## src/rtl/defines.sv

```systemverilog
// defines: project-wide data word width shared by the bridge and its consumers.
`ifndef WIDTH
`define WIDTH 8
`endif

```

## src/rtl/bridge_pkg.sv

```systemverilog
// bridge_pkg: shared types and defaults for the bridge receive side.
`ifndef WIDTH
`define WIDTH 8
`endif
package bridge_pkg;
  localparam int RX_WIDTH = `WIDTH;
  localparam int RX_DEPTH = 4;
  typedef enum logic {RX_IDLE, RX_ACK_HI} rx_state_t;
endpackage

```

## src/rtl/rx_buffer_if.sv

```systemverilog
// rx_buffer_if: four-phase req/ack link from the bridge into the receive buffer.
interface rx_buffer_if #(parameter int WIDTH = bridge_pkg::RX_WIDTH);
  logic req;
  logic [WIDTH-1:0] data_in;
  logic ack;
  modport master (output req, data_in, input ack);
  modport slave (input req, data_in, output ack);
endinterface

```

## src/rtl/sync_fifo.sv

```systemverilog
// sync_fifo: power-of-two circular buffer with occupancy count and full/empty flags.
module sync_fifo #(
  parameter int WIDTH = 8,
  parameter int DEPTH = 4
) (
  input  logic clk,
  input  logic rst,
  input  logic wr_en,
  input  logic rd_en,
  input  logic [WIDTH-1:0] wr_data,
  output logic [WIDTH-1:0] rd_data,
  output logic [$clog2(DEPTH):0] count,
  output logic full,
  output logic empty
);
  localparam int AW = $clog2(DEPTH);
  logic [WIDTH-1:0] mem [DEPTH];
  logic [AW-1:0] wr_ptr, rd_ptr;
  logic do_wr, do_rd;
  assign full = count == (AW+1)'(DEPTH);
  assign empty = count == '0;
  // flags come from the registered count, so a pop cannot free space for a same-edge write
  assign do_wr = wr_en && !full;
  assign do_rd = rd_en && !empty;
  assign rd_data = mem[rd_ptr];
  always_ff @(posedge clk or negedge rst)
    if (!rst) begin
      wr_ptr <= '0;
      rd_ptr <= '0;
      count <= '0;
    end else begin
      wr_ptr <= do_wr ? wr_ptr + 1'b1 : wr_ptr;
      rd_ptr <= do_rd ? rd_ptr + 1'b1 : rd_ptr;
      count <= count + {{AW{1'b0}}, do_wr} - {{AW{1'b0}}, do_rd};
    end
  always_ff @(posedge clk)
    if (do_wr) mem[wr_ptr] <= wr_data;
endmodule

```

## src/rtl/rx_buffer.sv

```systemverilog
// rx_buffer: accepts bridge words over req/ack into a FIFO and hands them out one per en pop.
module rx_buffer
  import bridge_pkg::*;
#(
  parameter int WIDTH = RX_WIDTH,
  parameter int DEPTH = RX_DEPTH
) (
  input  logic clk,
  input  logic rst,
  rx_buffer_if.slave bus,
  input  logic en,
  output logic [WIDTH-1:0] receive_data,
  output logic data_valid,
  output logic [$clog2(DEPTH):0] count,
  output logic full,
  output logic empty
);
  rx_state_t state, next;
  logic wr_en, rd_en;
  logic [WIDTH-1:0] rd_data;
  // a write only happens on the IDLE->ACK_HI step, so each req pulse lands exactly once
  assign wr_en = state == RX_IDLE && bus.req && !full;
  assign rd_en = en && !empty;
  assign bus.ack = state == RX_ACK_HI;
  always_comb
    next = (wr_en || (state == RX_ACK_HI && bus.req)) ? RX_ACK_HI : RX_IDLE;
  always_ff @(posedge clk or negedge rst)
    if (!rst) state <= RX_IDLE;
    else state <= next;
  always_ff @(posedge clk or negedge rst)
    if (!rst) begin
      receive_data <= '0;
      data_valid <= 1'b0;
    end else begin
      receive_data <= rd_en ? rd_data : receive_data;
      data_valid <= rd_en;
    end
  sync_fifo #(.WIDTH(WIDTH), .DEPTH(DEPTH)) u_fifo (
    .clk(clk),
    .rst(rst),
    .wr_en(wr_en),
    .rd_en(rd_en),
    .wr_data(bus.data_in),
    .rd_data(rd_data),
    .count(count),
    .full(full),
    .empty(empty)
  );
endmodule

```

## src/flat_wrapper.sv

```systemverilog
// flat-port wrapper written by rule: the top's interface ports become plain ports
module rx_buffer_flat import bridge_pkg::*;
#(
  parameter int WIDTH = RX_WIDTH,
  parameter int DEPTH = RX_DEPTH
)
  (clk, rst, en, receive_data, data_valid, count, full, empty, bus_req, bus_data_in, bus_ack);
  rx_buffer_if #(.WIDTH(WIDTH)) bus_i ();
  input  logic clk;
  input  logic rst;
  input  logic en;
  output logic [WIDTH-1:0] receive_data;
  output logic data_valid;
  output logic [$clog2(DEPTH):0] count;
  output logic full;
  output logic empty;
  input wire logic [$bits(bus_i.req)-1:0] bus_req;
  input wire logic [$bits(bus_i.data_in)-1:0] bus_data_in;
  output wire logic [$bits(bus_i.ack)-1:0] bus_ack;
  assign bus_i.req = bus_req;
  assign bus_i.data_in = bus_data_in;
  assign bus_ack = bus_i.ack;
  rx_buffer #(.WIDTH(WIDTH), .DEPTH(DEPTH)) u_core (.clk(clk), .rst(rst), .bus(bus_i), .en(en), .receive_data(receive_data), .data_valid(data_valid), .count(count), .full(full), .empty(empty));
endmodule
```

## config.mk

```make
export PLATFORM = sky130hd
export DESIGN_NAME = rx_buffer_flat
export DESIGN_NICKNAME = d
export VERILOG_FILES = /design/src/rtl/defines.sv /design/src/rtl/bridge_pkg.sv /design/src/rtl/rx_buffer_if.sv /design/src/rtl/sync_fifo.sv /design/src/rtl/rx_buffer.sv /design/src/flat_wrapper.sv
export SDC_FILE = /design/constraint.sdc
export NUM_CORES = 1
export LEC_CHECK = 0
export CAP_MARGIN = 20
export CORE_UTILIZATION = 50
export CTS_CLUSTER_SIZE = 40
export DETAILED_ROUTE_END_ITERATION = 8
export PLACE_DENSITY_LB_ADDON = 0.25
export SLEW_MARGIN = 0
export SYNTH_ARGS = -nofsm -noshare
export SYNTH_HDL_FRONTEND = slang
export SYNTH_SLANG_ARGS = --single-unit
```

## constraint.sdc

```tcl
create_clock -name clk -period 3.31 [get_ports clk]
set_clock_uncertainty 0.05 [all_clocks]
set_input_delay 0.4965 -clock clk [delete_from_list [all_inputs] [get_ports clk]]
set_output_delay 0.4965 -clock clk [all_outputs]
set_load 0.05 [all_outputs]
```

==> summary.txt <==
Critical path
  • WS Path Type: flip-flop to flip-flop
  • Crit-path cells: o31ai_4 > inv_4 > ha_1 > inv_1 > ha_1 > fa_1 > xor2_1 > xnor2_1
  • Worst Path Max Fanout: 11
  • Setup crit start kind: flip-flop
  • Worst path slowest cell: o31ai_4
  • Worst path top cell family by delay: adder cells
  • Crit path largest cell delay: about 0.57 ns
  • Critical Path Most Common Cell: ha_1
  • Critical path data required time: 3.44 ns
  • Crit path buf inv count: 2
  • CP endpoint kind: flip-flop
  • CP Data Arrival Time: 2.71 ns

Job
  • Max Cap Viol: 0

Place
  • Placed cells: roughly 190
  • Gp weighted congestion: 0.7137
  • DPL Wire Length: ~2000 um
  • Port Buffers: 26
  • DP Area: ~0.0023 mm2

Yosys
  • Post-Syn Instances: roughly 110
  • Post-synthesis sequential area ratio: 0.7075
  • Synth area leaders: edfxtp_1 (49%), dfrtp_1 (22%), mux4_2 (9.2%)
  • Syn Std Cell Area: a little under 0.002 mm2
  • Post-synth EDFFs: 32
  • Commonest cells post-synth: edfxtp_1 (32), nand2_1 (24), dfrtp_1 (17)
  • Syn. warnings: 0
  • Post-synth top flop: edfxtp_1
  • Top-area cell type share of the netlist area: 0.4904
  • Avg Inst Size Synth: approximately 17 um2
  • Netlist cell types: 19
  • Ys async rst share: 0.3469
  • Most common cell in the netlist: edfxtp_1
  • Register bit total from synthesis: 49
  • Yosys top cell by area: edfxtp_1
  • Syn_nets: 133

Routing
  • Routed WL: roughly 3100 um
  • Detailed Routing Iterations Pass 1: 2
  • Total number of vias: 1015
  • Drc violations: 0
  • Vias per cell: roughly 5.2
  • Average wire per standard cell: around 16 um
  • 1st-iter DRT viols: 51
  • Final ANT Viol Nets: 0

GRT
  • Total track usage: 0.1807
  • Initial antenna violation count: 0
  • Remaining Overflow, GRT: 0
  • Largest net degree at the start of global routing: 18
  • Vias in the first global route: between 1000 and 1500
  • First-pass GRT wire length: ~5200 um

Clock network
  • CTS Buffer Depth: 2
  • Clk slew on worst S/H paths: about 0.080 ns
  • # H-tree levels: 2
  • Number of buffers created by CTS: 5
  • Worst-Skew Late Latency: between 0.2 and 0.3 ns
  • Setup Buffers After CTS: 0
  • # hold bufs at CTS: 0
  • CTS Root Cell: clkbuf_8
  • TritonCTS clock tree: built
  • Clock sinks: 49
  • Post_cts resized: 0

Floorplan
  • Die Wd: roughly 65 um
  • Die H: ~65 um
  • Starting density of the core: 0.5273
  • Io pins: 27
  • Full die area: 0.004173 mm2
  • Total core area: between 0.003 and 0.004 mm2
  • Num rows: 22

STA
  • Unrepaired setup endpoints after global routing: no
  • F_max: about 390 MHz
  • Final Hold Fails: 0
  • Rel. slew slack: 0.4880
  • Hold slack: 0.4273 ns
  • Tmin final: approximately 2.6 ns
  • Final setup viols: 0
  • Final critical-path share of the clock period: 0.7789
  • Setup TNS: 0 ns
  • Fin. max-slew vios: 0
  • Least-Margin Pin Slew: 0.7655 ns

Final layout
  • Finished layout cell area: about 0.0024 mm2
  • Diodes inserted: 0
  • Nets: 164
  • Post-route insts no fill: 194
  • Share of layout cells above drive strength 1: 0.1644
  • Core Util, Final: 0.6337
  • Area growth syn-to-layout: 20.18%

Pwr
  • Combinational Power Share: 0.403
  • Cell Pwr Density: approximately 920 mW/mm2
  • Switching Share: 0.3923
  • Psw: 0.8504 mW
  • P_leak: between 0.8 and 0.9 nW
  • Clock group share of total power: 0.154
  • VDD IR-drop max: between 0.4 and 0.5 mV
  • Sequential Power Share: 0.443
  • Internal: ~1.3 mW

Run status
  • Status: completed

Hold path
  • Worst min path class: flip-flop to flip-flop
[metal layers]
layer / share of wire / wire length [um] / global-route usage / vias up
met1: 0.45 / 1397 / 0.2251 / 516
met4: 0.011 / 35 / 0.06667 / 0
met5: 0 / 0 / 0 / -
met2: 0.49 / 1518 / 0.2921 / 24
met3: 0.041 / 126 / 0.06338 / 5
li1: - / - / - / 470
[worst reg2reg max path, stage by stage (launching register included)]
cell and delay, ns:
dfrtp_1 0.47, o31ai_4 0.58, inv_4 0.15, ha_1 0.31, inv_1 0.04, ha_1 0.18
fa_1 0.39, xor2_1 0.16, xnor2_1 0.14
[path summary, 6_finish.rpt]
kind,to,slack (ns),start,depth (start not counted)
max,u_core.u_fifo.count[2],0.73,u_core.u_fifo.count[2],8
min,u_core.receive_data[7],0.43,u_core.receive_data[7],2
max reg2reg,u_core.u_fifo.count[2],0.73,u_core.u_fifo.count[2],8
min reg2reg,u_core.receive_data[7],0.43,u_core.receive_data[7],2
max in group asynchronous,u_core.receive_data[7],2.14,rst,1
min in group asynchronous,u_core.bus.ack,0.60,rst,1
[through the flow]
step	power, mW	worst slack [ns]
finish	2.168	0.7320
CTS	2.197	0.7326
floorplan	1.576	0.5367
detailed placement	1.861	0.5826
global route	2.291	0.5812
global placement	1.829	0.6403
[cell usage in the layout (no fill, tap or decap)]
cell / count
a21boi_0: 1
and2_2: 4
clkbuf_1: 2
clkbuf_8: 5
clkdlybuf4s50_1: 26
clkinvlp_4: 1
dfrtp_1: 17
edfxtp_1: 32
fa_1: 1
ha_1: 6
inv_1: 7
inv_4: 1
mux2_4: 1
mux4_2: 8
nand2_1: 24
nand2_2: 1
nor3_1: 1
nor3b_4: 2
o31ai_4: 1
xnor2_1: 4
xor2_1: 1
[registers in the layout (all words and copies together), names as in the netlist]
signal                flops
u_core.u_fifo.wr_ptr      2
u_core.data_valid         1
u_core.u_fifo.mem        32
u_core.u_fifo.rd_ptr      2
u_core.receive_data       8
u_core.bus.ack            1
u_core.u_fifo.count       3
[power groups by stage]
stage	Combinational, mW	Sequential (mW)	Clock, mW
4_1_cts	0.884	0.967	0.345
3_5_place_dp	0.881	0.980	0
2_1_floorplan	0.421	1.16	0
3_3_place_gp	0.861	0.968	0
6_report	0.874	0.960	0.334
5_1_grt	0.933	0.987	0.371
[cell type report]
type,count,area (um2)
Tap cell,48,60.06
Inverter,8,32.53
Sequential cell,49,1386
Clock buffer,7,76.32
Multi-Input combinational cell,55,531.8
Timing Repair Buffer,26,260.3
Fill cell,281,1361
Clock inverter,1,7.507
[cell families after synthesis]
family | after synthesis | synth area share
and+or+nand+nor | 32 | 0.08621
buffers and inverters | 10 | 0.02107
muxes | 9 | 0.09961
DFF | 49 | 0.7075
adders and majority gates | 7 | 0.04853
AOI/OAI and AO/OA | 2 | 0.01469
xor gates and xnor gates | 5 | 0.02235
Note: power is estimated with default switching activity, not from simulation.
==> RTL edit 1, RTL diff (same flow settings) <==
Reset style: synchronous (`rst`), changed in 3 clocked blocks.
--- a/src/rtl/sync_fifo.sv
+++ b/src/rtl/sync_fifo.sv
@@ -25,3 +25,3 @@
   assign rd_data = mem[rd_ptr];
-  always_ff @(posedge clk or negedge rst)
+  always_ff @(posedge clk)
     if (!rst) begin
--- a/src/rtl/rx_buffer.sv
+++ b/src/rtl/rx_buffer.sv
@@ -26,6 +26,6 @@
     next = (wr_en || (state == RX_ACK_HI && bus.req)) ? RX_ACK_HI : RX_IDLE;
-  always_ff @(posedge clk or negedge rst)
+  always_ff @(posedge clk)
     if (!rst) state <= RX_IDLE;
     else state <= next;
-  always_ff @(posedge clk or negedge rst)
+  always_ff @(posedge clk)
     if (!rst) begin
Check against the original RTL: differs if rst is asserted again (counterexample within 4 cycles, from zero or initial values and one cycle with rst low); with rst held inactive, the same outputs for 10 cycles.
==> RTL edit 1 against the original RTL <==
- area after synthesis is 0.45% lower
- power is 15% lower
- core utilization is 0.30 points higher
- clock power up 25%
- combinational power down 31%
- synthesized cell count rose by 7.0%
- critical path depth decreased by 5
- sequential cell count stayed put
- maximum frequency fell by 5.8%
- wire length up 3.2%
- register-to-register slack got worse by 0.02 ns
- final area decreased by 0.27%
- setup slack worse by 0.16 ns
- sequential power is 14% lower
- largest power group unchanged
==> RTL edit 1: results (changes against the original RTL) <==
\begin{tabular}{lr}
\hline
Metric & Value \\
\hline
\multicolumn{2}{l}{\textbf{Logic synthesis}} \\
Sequential fraction of the synthesis area & 66.7\% (-4.0 points) \\
Async set-reset flop share out of synthesis & 0\% (-35 points) \\
Unique cell type count in the Yosys netlist & 28 (+9) \\
Syn Nets & 141 (+6.0\%) \\
Cells after Synth & 122 (+7.0\%) \\
Top cells by area, synth & sky130\_fd\_sc\_hd\_\_edfxtp\_1 49\%, sky130\_fd\_sc\_hd\_\_dfxtp\_1 17\%, sky130\_fd\_sc\_hd\_\_mux4\_2 9.2\%, sky130\_fd\_sc\_hd\_\_ha\_1 3.8\%, sky130\_fd\_sc\_hd\_\_o2bb2ai\_1 3.6\% \\
Commonest cells post-synth & 32 x sky130\_fd\_sc\_hd\_\_edfxtp\_1, 17 x sky130\_fd\_sc\_hd\_\_dfxtp\_1, 8 x sky130\_fd\_sc\_hd\_\_mux4\_2, 8 x sky130\_fd\_sc\_hd\_\_nand2\_1, 8 x sky130\_fd\_sc\_hd\_\_o2bb2ai\_1 \\
\multicolumn{2}{l}{\textbf{Outcome}} \\
Outcome & complete, no violations \\
\multicolumn{2}{l}{\textbf{Cells and area}} \\
Fillers & 276 (-1.8\%) \\
Fraction of final layout cells with drive strength greater than 1 & 16.0\% (-0.44 points) \\
Area used by multi-input combinational logic & 573 um\^{}2 (+7.8\%) \\
\multicolumn{2}{l}{\textbf{Critical path}} \\
Worst reg2reg path startpoint & u\_core.u\_fifo.count[1] \\
CP Max Fanout & 8 (-3) \\
Startpoint of the most critical setup path & u\_core.u\_fifo.count[2] \\
\multicolumn{2}{l}{\textbf{Placed design}} \\
HPWL after detailed placement & 2080 um (+2.7\%) \\
Placer congestion estimate & 0.773 (+8.3\%) \\
Dpl ws & 0.555 ns (-0.0272 ns) \\
Placed insts & 190 (+2.2\%) \\
\multicolumn{2}{l}{\textbf{Detailed routing}} \\
Wire length after detailed routing & 3180 um (+3.2\%) \\
TritonRoute pass-1 iters & 4 (+2) \\
Routed met2 length & 1650 um (+8.9\%) \\
Met3 layer wire length in the routed design & 191 um (+52\%) \\
Number of vias after detailed routing & 1048 (+3.3\%) \\
Met1 Routed Length & 1300 um (-7.0\%) \\
Number of violations reported at the end of detailed-routing iteration 0 & 79 (+55\%) \\
\multicolumn{2}{l}{\textbf{Global routing}} \\
Global-route usage over all layers & 18.0\% (-0.052 points) \\
Wire length of the first global-routing pass & 5200 um (-0.27\%) \\
Maximum number of pins on one net before global-route repair & 16 (-2) \\
\multicolumn{2}{l}{\textbf{Power}} \\
Peak supply drop & 0.422 mV (-1.5\%) \\
Total leakage power & 0.810 nW (-10\%) \\
\multicolumn{2}{l}{\textbf{Min path}} \\
Min-delay src & u\_core.receive\_data[2] \\
\hline
\end{tabular}
[RTL edit 1: cell types whose count changed in the layout (fill, tap and decap cells not counted), sizes merged, moves of 3 or more]
cell and change:
dfrtp -17, nor2 +3, dfxtp +17, nand2 -17, and3 +4, o2bb2ai +8
[RTL edit 1: kinds of logic after synthesis]
kind of cell	share of synthesized area, %
adder cells (fa/ha/maj)	4.87
XOR/XNOR	1.80
buffers and inverters	3.91
multiplexers	9.24
AND/OR/NAND/NOR	6.80
AO/OA/AOI/OAI	6.67
flip-flops	66.7
[RTL edit 1: power breakdown]
| group | switching, mW | internal, mW |
|---|---|---|
| clock network | 0.190 | 0.227 |
| registers | 0.0822 | 0.739 |
| logic | 0.351 | 0.254 |
[RTL edit 1: final timing paths]
path | to | slack [ns] | cells after the start
max | full | 0.57 | 3
min | u_core.receive_data[2] | 0.42 | 2
max reg2reg | u_core.u_fifo.count[2] | 0.71 | 11
min reg2reg | u_core.receive_data[2] | 0.42 | 2
[RTL edit 1: routing by layer]
layer | vias up | track usage [%]
met5 | - | 0
met4 | 0 | 6.67
met3 | 4 | 6.34
met2 | 29 | 30.7
met1 | 508 | 20.9
li1 | 507 | -
[RTL edit 1: worst max-delay path, cell delays in order, from the launching register on]
cell,delay (ns)
sky130_fd_sc_hd__dfxtp_1,0.43
sky130_fd_sc_hd__or3b_1,0.55
sky130_fd_sc_hd__clkinv_8,0.11
sky130_fd_sc_hd__clkdlybuf4s50_1,0.80
[RTL edit 1: cell type report]
class / count / area share [%]
Sequential cell: 49 / 55.4
Multi-Input combinational cell: 59 / 24.4
Timing Repair Buffer: 26 / 11.1
Clock inverter: 2 / 1.65
Tap cell: 48 / 2.56
Inverter: 8 / 1.81
Clock buffer: 6 / 3.09
==> RTL edit 2, RTL diff (config.mk and constraints unchanged) <==
Made on the original files. The macro `WIDTH` goes from 8 to 6.
--- a/src/rtl/defines.sv
+++ b/src/rtl/defines.sv
@@ -2,3 +2,3 @@
 `ifndef WIDTH
-`define WIDTH 8
+`define WIDTH 6
 `endif
Interface: changed (resized bus_data_in and receive_data); port bits go from 27 to 23. No check against the original RTL was run, so the function may have changed too.
==> RTL edit 2 against the original RTL <==
- setup slack gained 0.026 ns
- power shrank 15%
- final area is 17% lower
- area after synthesis down 18%
- wire length decreased by 19%
- sequential cell count is 10 lower
- critical path type unchanged
- critical endpoint unchanged
==> RTL edit 2: results (changes against the original RTL) <==
\begin{tabular}{lr}
\hline
Metric & Value \\
\hline
\multicolumn{2}{l}{\textbf{Outcome}} \\
Outcome & complete, no violations \\
\multicolumn{2}{l}{\textbf{Placed design}} \\
Instance area after placement & 1870 um\^{}2 (-18\%) \\
I/O Buffers & 22 (-15\%) \\
Placer congestion estimate & 0.667 (-6.5\%) \\
HPWL after detailed placement & 1750 um (-14\%) \\
\multicolumn{2}{l}{\textbf{Power}} \\
Total leakage power & 0.761 nW (-15\%) \\
Peak supply drop & 0.451 mV (+5.2\%) \\
\multicolumn{2}{l}{\textbf{Clock tree}} \\
Clock Pin Slew Worst Setup and Hold Paths & 0.12 ns (+0.04 ns) \\
Worst skew pair latency & 0.33 ns (+0.04 ns) \\
\multicolumn{2}{l}{\textbf{Cells and area}} \\
Flip-flop count of the largest register after layout & 24 (-25\%) \\
Fillers & 242 (-14\%) \\
Largest registers ranked by flip-flop count & u\_core.u\_fifo.mem (24), u\_core.receive\_data (6), u\_core.u\_fifo.count (3) \\
\multicolumn{2}{l}{\textbf{Global routing}} \\
Via count of the first global-routing pass & 864 (-17\%) \\
Global-route usage over all layers & 17.5\% (-0.58 points) \\
Maximum number of pins on one net before global-route repair & 16 (-2) \\
\multicolumn{2}{l}{\textbf{Detailed routing}} \\
Wire length after detailed routing & 2490 um (-19\%) \\
TritonRoute pass-1 iters & 4 (+2) \\
Mean number of vias per cell & 4.87 (-6.9\%) \\
Number of violations reported at the end of detailed-routing iteration 0 & 35 (-31\%) \\
\multicolumn{2}{l}{\textbf{Critical path}} \\
CP Max Fanout & 9 (-2) \\
Data arrival at the endpoint of the critical path & 2.77 ns (+0.06 ns) \\
Biggest cell delay along the critical path & 0.55 ns (-0.02 ns) \\
\multicolumn{2}{l}{\textbf{Logic synthesis}} \\
Top cells by area, synth & sky130\_fd\_sc\_hd\_\_edfxtp\_1 45\%, sky130\_fd\_sc\_hd\_\_dfrtp\_1 23\%, sky130\_fd\_sc\_hd\_\_mux4\_2 8.4\%, sky130\_fd\_sc\_hd\_\_ha\_1 4.7\%, sky130\_fd\_sc\_hd\_\_nand2\_1 4.2\% \\
Commonest cells post-synth & 24 x sky130\_fd\_sc\_hd\_\_edfxtp\_1, 18 x sky130\_fd\_sc\_hd\_\_nand2\_1, 15 x sky130\_fd\_sc\_hd\_\_dfrtp\_1, 7 x sky130\_fd\_sc\_hd\_\_inv\_1 \\
Unique cell type count in the Yosys netlist & 18 (-1) \\
Number of synthesized flops with an enable pin & 24 (-25\%) \\
Async set-reset flop share out of synthesis & 38.5\% (+3.8 points) \\
\multicolumn{2}{l}{\textbf{Timing}} \\
Slew Limit Headroom & 54.8\% (+6.0 points) \\
\hline
\end{tabular}
RTL edit 2: cell types whose count changed after synthesis:
cell,before,now
sky130_fd_sc_hd__buf_1,0,1
sky130_fd_sc_hd__dfrtp_1,17,15
sky130_fd_sc_hd__mux4_2,8,6
sky130_fd_sc_hd__edfxtp_1,32,24
sky130_fd_sc_hd__xnor2_1,4,5
sky130_fd_sc_hd__nand2_1,24,18
sky130_fd_sc_hd__clkbuf_1,1,0
sky130_fd_sc_hd__xor2_1,1,0
RTL edit 2: layout make-up:
class	instances	area share [%]
clock inverter	3	2.25
tap	44	2.82
multi-input combinational	47	23.8
timing repair buffer	22	11.3
sequential	39	56.2
clock buffer	5	1.93
inverter	8	1.67
RTL edit 2: final timing paths:
check / startpoint / endpoint / slack [ns] / depth (start not counted)
max in group asynchronous: rst / u_core.receive_data[3] / 2.26 / 1
max: u_core.u_fifo.count[1] / u_core.u_fifo.count[2] / 0.76 / 8
min reg2reg: u_core.receive_data[4] / u_core.receive_data[4] / 0.44 / 2
max reg2reg: u_core.u_fifo.count[1] / u_core.u_fifo.count[2] / 0.76 / 8
min: u_core.receive_data[4] / u_core.receive_data[4] / 0.44 / 2
min in group asynchronous: rst / u_core.u_fifo.count[2] / 0.51 / 1
RTL edit 2: worst max-delay path, delay by kind of cell, from the launching register on:
| family | cells | cell delay [ns] |
|---|---|---|
| adders and majority gates | 3 | 0.87 |
| DFF | 1 | 0.49 |
| xor gates and xnor gates | 2 | 0.34 |
| buffers and inverters | 2 | 0.18 |
| AOI/OAI and AO/OA | 1 | 0.55 |
RTL edit 2: per-stage QoR:
step	utilization, %	cells	worst slack (ns)
2_1_floorplan	-	96	0.576
3_3_place_gp	61.2	160	0.653
3_5_place_dp	61.2	160	0.587
4_1_cts	63.9	168	0.719
5_1_grt	63.9	168	0.570
6_report	63.9	168	0.758
RTL edit 2: where the power goes:
| part | leakage [nW] | switching (mW) | total, mW | internal (mW) |
|---|---|---|---|---|
| sequential | 0.397 | 0.134 | 0.777 | 0.643 |
| clock | 0.0452 | 0.154 | 0.313 | 0.159 |
| combinational | 0.319 | 0.434 | 0.750 | 0.316 |
| total | 0.761 | 0.722 | 1.84 | 1.12 |
RTL edit 2: per-layer routing:
metal	GRT usage, %	share of wire [%]
met1	20.2	41
met2	29.2	55
met3	6.81	4.1
met4	7.48	0.64
met5	0	0
RTL edit 2: logic make-up after synthesis:
family / share of synthesized area, %
xor gates and xnor gates: 2.73
and+or+nand+nor: 9.14
muxes: 9.37
DFF: 68.4
adders and majority gates: 5.94
buffers and inverters: 2.58
AOI/OAI and AO/OA: 1.80
